$ cat config.mk
export PLATFORM = sky130hd
export DESIGN_NAME = game_ctrl_flat
export DESIGN_NICKNAME = d
export VERILOG_FILES = /design/src/rtl/game_ctrl_if.sv /design/src/rtl/game_ctrl.sv /design/src/flat_wrapper.sv
export SDC_FILE = /design/constraint.sdc
export NUM_CORES = 1
export LEC_CHECK = 0
export ABC_AREA = 1
export BUFFER_PORTS_ARGS = -buffer_cell sky130_fd_sc_hd__buf_4
export CORE_MARGIN = 1.5
export CORE_UTILIZATION = 42
export CTS_CLUSTER_SIZE = 16
export DETAILED_ROUTE_END_ITERATION = 8
export PLACE_DENSITY_LB_ADDON = 0.2
export SLEW_MARGIN = 20
export SYNTH_ARGS = -nofsm -noshare
export SYNTH_HDL_FRONTEND = slang
export SYNTH_SLANG_ARGS = --single-unit
export TNS_END_PERCENT = 10
$ cat constraint.sdc
create_clock -name clock -period 2.9 [get_ports clock]
set_clock_uncertainty 0.15 [all_clocks]
set_input_delay 0.145 -clock clock [delete_from_list [all_inputs] [get_ports clock]]
set_output_delay 0.145 -clock clock [all_outputs]
set_load 0.01 [all_outputs]
$ cat src/rtl/game_ctrl_if.sv
// Bundle between the game controller and the timer/display side: event inputs, timer control, score and lives.
// Optional GAME_CTRL_HIGH_SCORE_EN adds best_score and new_best.
interface game_ctrl_if;
  logic        hit;
  logic        miss;
  logic        game_over;
  logic        timer_reset;
  logic        playing;
  logic        game_end;
  logic [15:0] score;
  logic [3:0]  lives;
`ifdef GAME_CTRL_HIGH_SCORE_EN
  logic [15:0] best_score;
  logic        new_best;
`endif

`ifdef GAME_CTRL_HIGH_SCORE_EN
  modport master (input hit, miss, game_over,
                  output timer_reset, playing, game_end, score, lives, best_score, new_best);
  modport slave  (output hit, miss, game_over,
                  input timer_reset, playing, game_end, score, lives, best_score, new_best);
`else
  modport master (input hit, miss, game_over,
                  output timer_reset, playing, game_end, score, lives);
  modport slave  (output hit, miss, game_over,
                  input timer_reset, playing, game_end, score, lives);
`endif
endinterface

$ cat src/rtl/game_ctrl.sv
// Game sequencer: debounced start button, IDLE/ARM/PLAY/OVER FSM, BCD score and lives; all outputs registered.
// Start press reaches start_p DEBOUNCE_CYCLES+2 cycles after a clean edge; GAME_CTRL_HIGH_SCORE_EN adds best-score tracking.
module game_ctrl #(
  parameter int DEBOUNCE_CYCLES = 500000,
  parameter int ARM_CYCLES      = 16,
  parameter int LIVES           = 3
) (
  input  logic        clock,
  input  logic        reset_n,
  input  logic        btn_start,
  game_ctrl_if.master bus
);
  typedef enum logic [1:0] {IDLE, ARM, PLAY, OVER} state_t;

  localparam logic [19:0] DEB_LAST   = 20'(DEBOUNCE_CYCLES - 1);
  localparam logic [7:0]  ARM_LAST   = 8'(ARM_CYCLES - 1);
  localparam logic [3:0]  LIVES_INIT = 4'(LIVES);

  logic        sync1, sync2, deb_lvl, start_p;
  logic [19:0] deb_cnt;
  state_t      state_q, state_nxt;
  logic [7:0]  arm_cnt;
  logic        timer_reset_q, playing_q, game_end_q;
  logic [15:0] score_q, score_play;
  logic [3:0]  lives_q;
  logic        restart, fatal;

  // Per-digit BCD increment with carry; 9999 saturates.
  function automatic logic [15:0] bcd_inc(input logic [15:0] v);
    logic [15:0] r;
    logic        carry;
    r     = v;
    carry = 1'b1;
    if (v != 16'h9999) begin
      for (int i = 0; i < 4; i++) begin
        if (carry) begin
          if (r[i*4 +: 4] == 4'd9) begin
            r[i*4 +: 4] = 4'd0;
          end else begin
            r[i*4 +: 4] = r[i*4 +: 4] + 4'd1;
            carry       = 1'b0;
          end
        end
      end
    end
    return r;
  endfunction

  always_ff @(posedge clock or negedge reset_n) begin
    if (!reset_n) begin
      sync1   <= 1'b0;
      sync2   <= 1'b0;
      deb_lvl <= 1'b0;
      deb_cnt <= 20'd0;
      start_p <= 1'b0;
    end else begin
      sync1   <= btn_start;
      sync2   <= sync1;
      start_p <= 1'b0;
      if (sync2 == deb_lvl) begin
        deb_cnt <= 20'd0;
      end else if (deb_cnt == DEB_LAST) begin
        deb_lvl <= sync2;
        deb_cnt <= 20'd0;
        start_p <= sync2;   // only an accepted rising level starts a game
      end else begin
        deb_cnt <= deb_cnt + 20'd1;
      end
    end
  end

  assign restart    = start_p && (state_q == IDLE || state_q == OVER);
  assign score_play = bus.hit ? bcd_inc(score_q) : score_q;
  assign fatal      = bus.miss && (lives_q == 4'd1);

  always_comb begin
    state_nxt = state_q;
    case (state_q)
      IDLE:    if (start_p) state_nxt = ARM;
      ARM:     if (arm_cnt == ARM_LAST) state_nxt = PLAY;
      PLAY:    if (bus.game_over || fatal) state_nxt = OVER;
      OVER:    if (start_p) state_nxt = ARM;
      default: state_nxt = IDLE;
    endcase
  end

  always_ff @(posedge clock or negedge reset_n) begin
    if (!reset_n) begin
      state_q       <= IDLE;
      arm_cnt       <= 8'd0;
      timer_reset_q <= 1'b1;
      playing_q     <= 1'b0;
      game_end_q    <= 1'b0;
      score_q       <= 16'h0000;
      lives_q       <= LIVES_INIT;
    end else begin
      state_q       <= state_nxt;
      timer_reset_q <= (state_nxt == IDLE) || (state_nxt == ARM);
      playing_q     <= (state_nxt == PLAY);
      game_end_q    <= (state_nxt == OVER);
      arm_cnt       <= (state_q == ARM) ? arm_cnt + 8'd1 : 8'd0;
      if (restart) begin
        score_q <= 16'h0000;
        lives_q <= LIVES_INIT;
      end else if (state_q == PLAY) begin
        score_q <= score_play;
        if (bus.miss && lives_q != 4'd0) lives_q <= lives_q - 4'd1;
      end
    end
  end

  assign bus.timer_reset = timer_reset_q;
  assign bus.playing     = playing_q;
  assign bus.game_end    = game_end_q;
  assign bus.score       = score_q;
  assign bus.lives       = lives_q;

`ifdef GAME_CTRL_HIGH_SCORE_EN
  logic [15:0] best_q;
  logic        new_best_q;

  // BCD values order the same as binary, so a plain compare picks the higher score.
  always_ff @(posedge clock or negedge reset_n) begin
    if (!reset_n) begin
      best_q     <= 16'h0000;
      new_best_q <= 1'b0;
    end else if (state_q == PLAY && state_nxt == OVER && score_play > best_q) begin
      best_q     <= score_play;
      new_best_q <= 1'b1;
    end else if (state_q != ARM && state_nxt == ARM) begin
      new_best_q <= 1'b0;
    end
  end

  assign bus.best_score = best_q;
  assign bus.new_best   = new_best_q;
`endif
endmodule

$ cat src/flat_wrapper.sv
// flat-port wrapper written by rule: the top's interface ports become plain ports
module game_ctrl_flat 
#(
  parameter int DEBOUNCE_CYCLES = 500000,
  parameter int ARM_CYCLES      = 16,
  parameter int LIVES           = 3
)
  (clock, reset_n, btn_start, bus_hit, bus_miss, bus_game_over, bus_timer_reset, bus_playing, bus_game_end, bus_score, bus_lives);
  game_ctrl_if bus_i ();
  input  logic clock;
  input  logic reset_n;
  input  logic btn_start;
  input wire logic [$bits(bus_i.hit)-1:0] bus_hit;
  input wire logic [$bits(bus_i.miss)-1:0] bus_miss;
  input wire logic [$bits(bus_i.game_over)-1:0] bus_game_over;
  output wire logic [$bits(bus_i.timer_reset)-1:0] bus_timer_reset;
  output wire logic [$bits(bus_i.playing)-1:0] bus_playing;
  output wire logic [$bits(bus_i.game_end)-1:0] bus_game_end;
  output wire logic [$bits(bus_i.score)-1:0] bus_score;
  output wire logic [$bits(bus_i.lives)-1:0] bus_lives;
  assign bus_i.hit = bus_hit;
  assign bus_i.miss = bus_miss;
  assign bus_i.game_over = bus_game_over;
  assign bus_timer_reset = bus_i.timer_reset;
  assign bus_playing = bus_i.playing;
  assign bus_game_end = bus_i.game_end;
  assign bus_score = bus_i.score;
  assign bus_lives = bus_i.lives;
  game_ctrl #(.DEBOUNCE_CYCLES(DEBOUNCE_CYCLES), .ARM_CYCLES(ARM_CYCLES), .LIVES(LIVES)) u_core (.clock(clock), .reset_n(reset_n), .btn_start(btn_start), .bus(bus_i));
endmodule
==> results of run 1 <==
-- cells by family after synthesis --
family,after synthesis
AO/OA/AOI/OAI,32
XOR/XNOR,13
adder cells (fa/ha/maj),14
buffers and inverters,55
flip-flops,57
AND/OR/NAND/NOR,259
-- area by class of cell --
cell class                 count  area share
inverter                      53      0.0513
sequential                    57       0.369
timing repair buffer          31      0.0620
clock inverter                 7      0.0265
multi-input combinational    318       0.427
tap                          102      0.0329
clock buffer                   9      0.0319
-- critical path, cell delays in order (launching register included) --
cell,delay (ns)
dfrtp_1,0.37
inv_1,0.06
ha_1,0.32
nand2_1,0.34
nand2_1,0.22
nor2_1,0.30
nand2_1,0.08
o21ai_0,0.08
-- sequential cells by signal (all words and copies together), names as in the netlist --
register                flops
u_core.bus.game_end         1
u_core.bus.playing          1
u_core.bus.lives            4
u_core.bus.timer_reset      1
u_core.arm_cnt              8
u_core.bus.score           16
u_core.state_q              2
u_core.sync1                1
u_core.deb_lvl              1
u_core.start_p              1
u_core.deb_cnt             20
u_core.sync2                1
-- per-layer routing --
metal / track usage / share of wire
met5: 0 / 0
met4: 0.0716 / 0.014
met3: 0.0494 / 0.042
met2: 0.307 / 0.47
met1: 0.219 / 0.47
-- power by group through the flow --
stage / Combinational [mW] / Clock [mW] / Sequential, mW
after floorplan: 0.273 / 0 / 0.975
after global placement: 0.448 / 0 / 0.968
after detailed placement: 0.457 / 0 / 0.971
after CTS: 0.461 / 0.872 / 0.955
after global routing: 0.530 / 0.913 / 0.964
final: 0.453 / 0.852 / 0.954
-- layout by cell type, fill, tap and decap left out, types with 6 or more instances in the layout --
cell,synthesis,routed
dfrtp_1,54,54
nand2_2,7,7
buf_4,0,28
nand4_1,12,12
clkbuf_8,0,9
nand2_1,100,100
ha_1,14,14
a21oi_1,10,10
o21ai_0,14,14
nand3_1,43,43
xor2_1,7,7
nor2_1,73,73
nor3_1,6,6
inv_1,50,50
-- worst paths after layout --
| check | start | end | slack, ns | depth (start not counted) |
|---|---|---|---|---|
| worst max register to register | u_core.state_q[0] | u_core.bus.score[8] | 0.90 | 7 |
| worst min register to register | u_core.sync1 | u_core.sync2 | 0.20 | 0 |
| max in group asynchronous | reset_n | u_core.bus.lives[3] | 1.86 | 2 |
| min in group asynchronous | reset_n | u_core.arm_cnt[7] | 0.24 | 2 |
| worst min-delay path | bus_game_over | u_core.state_q[0] | 0.07 | 5 |
| worst max-delay path | u_core.state_q[0] | u_core.bus.score[8] | 0.90 | 7 |
-- stage by stage --
step / instance area (um2) / std cells / total power, mW / hold WS (ns) / worst slack (ns)
floorplan: 3290 / 430 / 1.25 / -0.301 / 1.28
global placement: 3620 / 558 / 1.42 / 0.0969 / 0.981
CTS: 3880 / 577 / 2.29 / 0.0553 / 0.868
global route: 3880 / 577 / 2.41 / 0.118 / 0.737
finish: 3880 / 577 / 2.26 / 0.0659 / 0.902
detailed placement: 3620 / 558 / 1.43 / 0.107 / 0.882
-- repair_timing --
| item | CTS | global route |
|---|---|---|
| setup endpoints to repair | 0 | 0 |
| hold buffers | 3 | 0 |
| hold endpoints to repair | 56 | 0 |
==> results.toml, run 1 <==
[logic_synthesis]
synth_area_leaders = "dfrtp_1 41%, nand2_1 11%, nor2_1 8.3%"
synth.distinct_cells = 30
synth_fa_ha_area_frac = 0.0532
synth-xor-area-share = 0.0369
synthSimpleGateAreaFrac = 0.360
yosys.area.top_type = "dfrtp_1"
synth_area_um2 = 3290
synth-seq-cells = 57
synth_warnings = 0
synth-compound-area-share = 0.0524
synth_cells = 430
synth_most_common_cell = "nand2_1"
synth.cells.most_frequent = "100 x nand2_1, 73 x nor2_1, 54 x dfrtp_1"
synth_edf_count = 0
synthArstFlopShare = 1.00
yosys.area.top_type_share = 0.410
synth_top_family_by_area = "simple AND/OR/NAND/NOR gates"
synth_seq_area_share = 0.434
synth-main-ff-cell = "dfrtp_1"
syn-num-nets = 450
syn_area_per_cell_um2 = 7.66
synth.area.mux_share = 0

[power]
p_sw_uw = 701
p_leak_nw = 1.86
combPwrFrac = 0.200
power_density_nw_per_um2 = 583
pwr-share-seq = 0.423
peakVddDrop_v = 0.000247
internal_power_mw = 1.56
swShare = 0.310
clkPwrFrac = 0.377

[timing]
rsz0062_at_grt = "no"
post-route-min-period_ns = 2.00
fin_setup_tns_ns = 0
clock.fmax_mhz = 501
setup_viol_count_final = 0
period_share = 0.689
slew_violations = 0
timing.slew.headroom = 0.516
worst-slew-pin-transition_ns = 0.726
hold_violations = 0

[global_routing]
grt_pass1_vias = 2770
overflow = 0
grt_max_degree = 58
grt_usage = 0.182
grt_first_pass_wirelength_mm = 12.1
antenna_found_initial = 0

[cells_and_area]
n_fill_cell = 762
layout.nets = 490
n_antenna_cell = 0
final_util = 0.507
drive_gt1_frac = 0.160
area_growth_pct = 17.7
multi_input_area_um2 = 1650
seqCellArea_um2 = 1430

[route]
drt_first_pass_iters = 4
detailroute.via_count = 2831
wire_per_inst_um = 11.9
wl_mm = 6.88
route.detailed.drc = 0
ant_nets = 0
first_iter_violations = 110
via_per_inst = 4.91

[floorplan]
die_w_um = 91.6
rows = 32
pin_count = 29
core-area_um2 = 7650
die_h_um = 91.6
floorplan.initialDensity = 0.431
dieArea_um2 = 8380

[setup_path]
crit_arrival_ns = 2.11
path_max_fanout = 14
worst_setup_path_start_kind = "flip-flop"
worstPathRequired_ns = 3.01
worstSetupPathType = "flip-flop to flip-flop"
worstSetupEndpointType = "flip-flop"

[hold_path]
holdCritPathClass = "input pin to flip-flop"

[flow_run]
drv_cap = 0

[place]
port_buffers = 28
dp_hpwl_mm = 5.02
gp_congestion = 0.847

[clock_network]
post_cts_buffers = 0
clk_pin_slew_ns = 0.07
cts_max_path_buffers = 2
tritoncts = "built"
clk_latency_ns = 0.34
root_buffer = "clkbuf_8"
post_cts_resized = 0
htree_num_levels = 3
cts_made_buffers = 9
clock_sinks = 57

[status]
status = "finished clean"
Note: power is estimated with default switching activity, not from simulation.
==> run 2: changes to the inputs <==
==> constraint.sdc (replaced) <==
create_clock -name clock -period 1.9 [get_ports clock]
set_clock_uncertainty 0.15 [all_clocks]
set_input_delay 0.095 -clock clock [delete_from_list [all_inputs] [get_ports clock]]
set_output_delay 0.095 -clock clock [all_outputs]
set_load 0.01 [all_outputs]
==> run 2 against run 1 <==
Total power is 55% higher. First-iteration DRC count is 31% higher. Fmax is 11% higher. Critical path depth stayed put. Count of clock-buffer cells in the layout is 2 higher. Sequential power is 49% higher. Via count is 1.9% higher. Cell count is 1.4% higher. Non-clock buffer count is 8 higher. Global-route usage is 1.4 points higher. Largest power group unchanged. Highest routed layer unchanged.
==> results.toml, run 2 (synthesis results as in run 1) <==
[cells_and_area]
layout.nets = 498
top_register = "u_core.deb_cnt"
mostFrequentLayoutCells = "99 x nand2_1, 73 x nor2_1, 54 x dfrtp_1"
final_util = 0.518
final_cells = 585
final_cell_area_um2 = 3960
n_antenna_cell = 0
mostFrequentLayoutCell = "nand2_1"
n_fill_cell = 743
seqCellArea_um2 = 1430
area_growth_pct = 20.2
largest_reg_flops = 20
multi_input_area_um2 = 1680
drive_gt1_frac = 0.174

[global_routing]
grt_max_degree = 58
grt_first_pass_wirelength_mm = 13.1
overflow = 0
grt_usage = 0.196
antenna_found_initial = 0
grt_pass1_vias = 2886

[setup_path]
max_stage_delay_ns = 0.39
worstSetupEndpointType = "flip-flop"
r2r_cells = 7
r2r_start = "u_core.state_q[0]"
cpMaxStageDelayCell = "dfrtp_1"
worstPathRequired_ns = 2.03
crit_end = "u_core.bus.score[5]"
rrSetupSlack_ns = 0.09
crit_arrival_ns = 1.93
worstPathCellList = "inv_1, ha_1, nand2_4, inv_1, nor3_1, nand4_1, nand2_1"
cp_common_cell = "inv_1"
worstSetupStartpoint = "u_core.state_q[0]"
worstSetupPathType = "flip-flop to flip-flop"
r2r-end = "u_core.bus.score[5]"
path_max_fanout = 11
worst_setup_path_start_kind = "flip-flop"

[route]
wl_mm = 7.15
wire_per_inst_um = 12.2
drt_first_pass_iters = 5
via_per_inst = 4.93
first_iter_violations = 144
ant_nets = 0
route.detailed.drc = 0
detailroute.via_count = 2886

[floorplan]
rows = 32
pin_count = 29
dieArea_um2 = 8380
core-area_um2 = 7650
die_w_um = 91.6
floorplan.initialDensity = 0.431
die_h_um = 91.6

[place]
dp_hpwl_mm = 5.17
placed_area_um2 = 3670
gp_congestion = 0.841
port_buffers = 28
placedCellCount = 565

[timing]
slew_violations = 0
rsz0062_at_grt = "yes"
fin_setup_tns_ns = 0
fin_hold_ws_ns = 0.0680
post-route-min-period_ns = 1.81
hold_violations = 0
clock.fmax_mhz = 554
worst-slew-pin-transition_ns = 0.731
timing.slew.headroom = 0.513
setup_viol_count_final = 0
period_share = 0.950

[status]
status = "finished clean"

[clock_network]
cts_max_path_buffers = 2
clock_sinks = 57
root_buffer = "clkbuf_8"
tritoncts = "built"
clk_latency_ns = 0.34
htree_num_levels = 3
clk_pin_slew_ns = 0.07
cts_made_buffers = 9

[power]
peakVddDrop_v = 0.000470
p_leak_nw = 1.93
power_density_nw_per_um2 = 887

[flow_run]
drv_cap = 0

[hold_path]
holdCritPathClass = "input pin to flip-flop"
run 2: cell count changes in the layout (fill, tap and decap cells not counted), sizes merged:
cell         change
clkbuf           +2
dlygate4sd3      +1
inv              -2
clkinv           +1
buf              +7
clkinvlp         -1
run 2: routing by layer:
metal  vias to the layer above  share of wire  GRT usage
met2                        60           0.49      0.326
met4                         0         0.0080     0.0651
met1                      1352           0.47      0.247
met5                         -              0          0
met3                         4          0.039     0.0494
li1                       1470              -          -
run 2: metrics by stage:
stage / power (mW) / worst slack [ns]
after floorplan: 1.91 / 0.275
after CTS: 3.55 / 0.0599
final: 3.51 / 0.0950
after global placement: 2.22 / 0.115
after global routing: 3.73 / -0.0269
after detailed placement: 2.25 / 0.00335
run 2: final cells by class:
type,instances,area share
Clock inverter,5,0.0199
Clock buffer,11,0.0357
Inverter,53,0.0503
Sequential cell,57,0.361
Multi-Input combinational cell,318,0.424
Timing Repair Buffer,39,0.0765
Tap cell,102,0.0322
run 2: worst min-delay path by stage:
stage / startpoint / depth (start not counted) / endpoint
3_3_place_gp: reset_n / 1 / u_core.arm_cnt[7]
3_5_place_dp: reset_n / 1 / u_core.arm_cnt[5]
5_1_grt: bus_hit / 5 / u_core.bus.score[5]
6_report: bus_hit / 5 / u_core.bus.score[4]
4_1_cts: bus_hit / 5 / u_core.bus.score[4]
2_1_floorplan: reset_n / 0 / u_core.arm_cnt[0]
run 2: timing repair:
action	CTS	global route
endpoints found under the setup margin	4	11
hold buffers	4	0
gates resized for setup	1	4
setup buffers	0	0
endpoints found under the hold margin	58	0
run 2: power breakdown:
group          switching (mW)  leakage (nW)  total, mW  internal [mW]
Sequential             0.0792         0.767       1.42           1.34
Clock                   0.496         0.113       1.27          0.772
Combinational           0.479          1.05      0.820          0.341
run 2: critical path, delay by kind of cell, from the launching register on:
kind | cells | cell delay, ns
AND/OR/NAND/NOR | 4 | 0.63
adder cells (fa/ha/maj) | 1 | 0.36
buffers and inverters | 2 | 0.22
flip-flops | 1 | 0.39
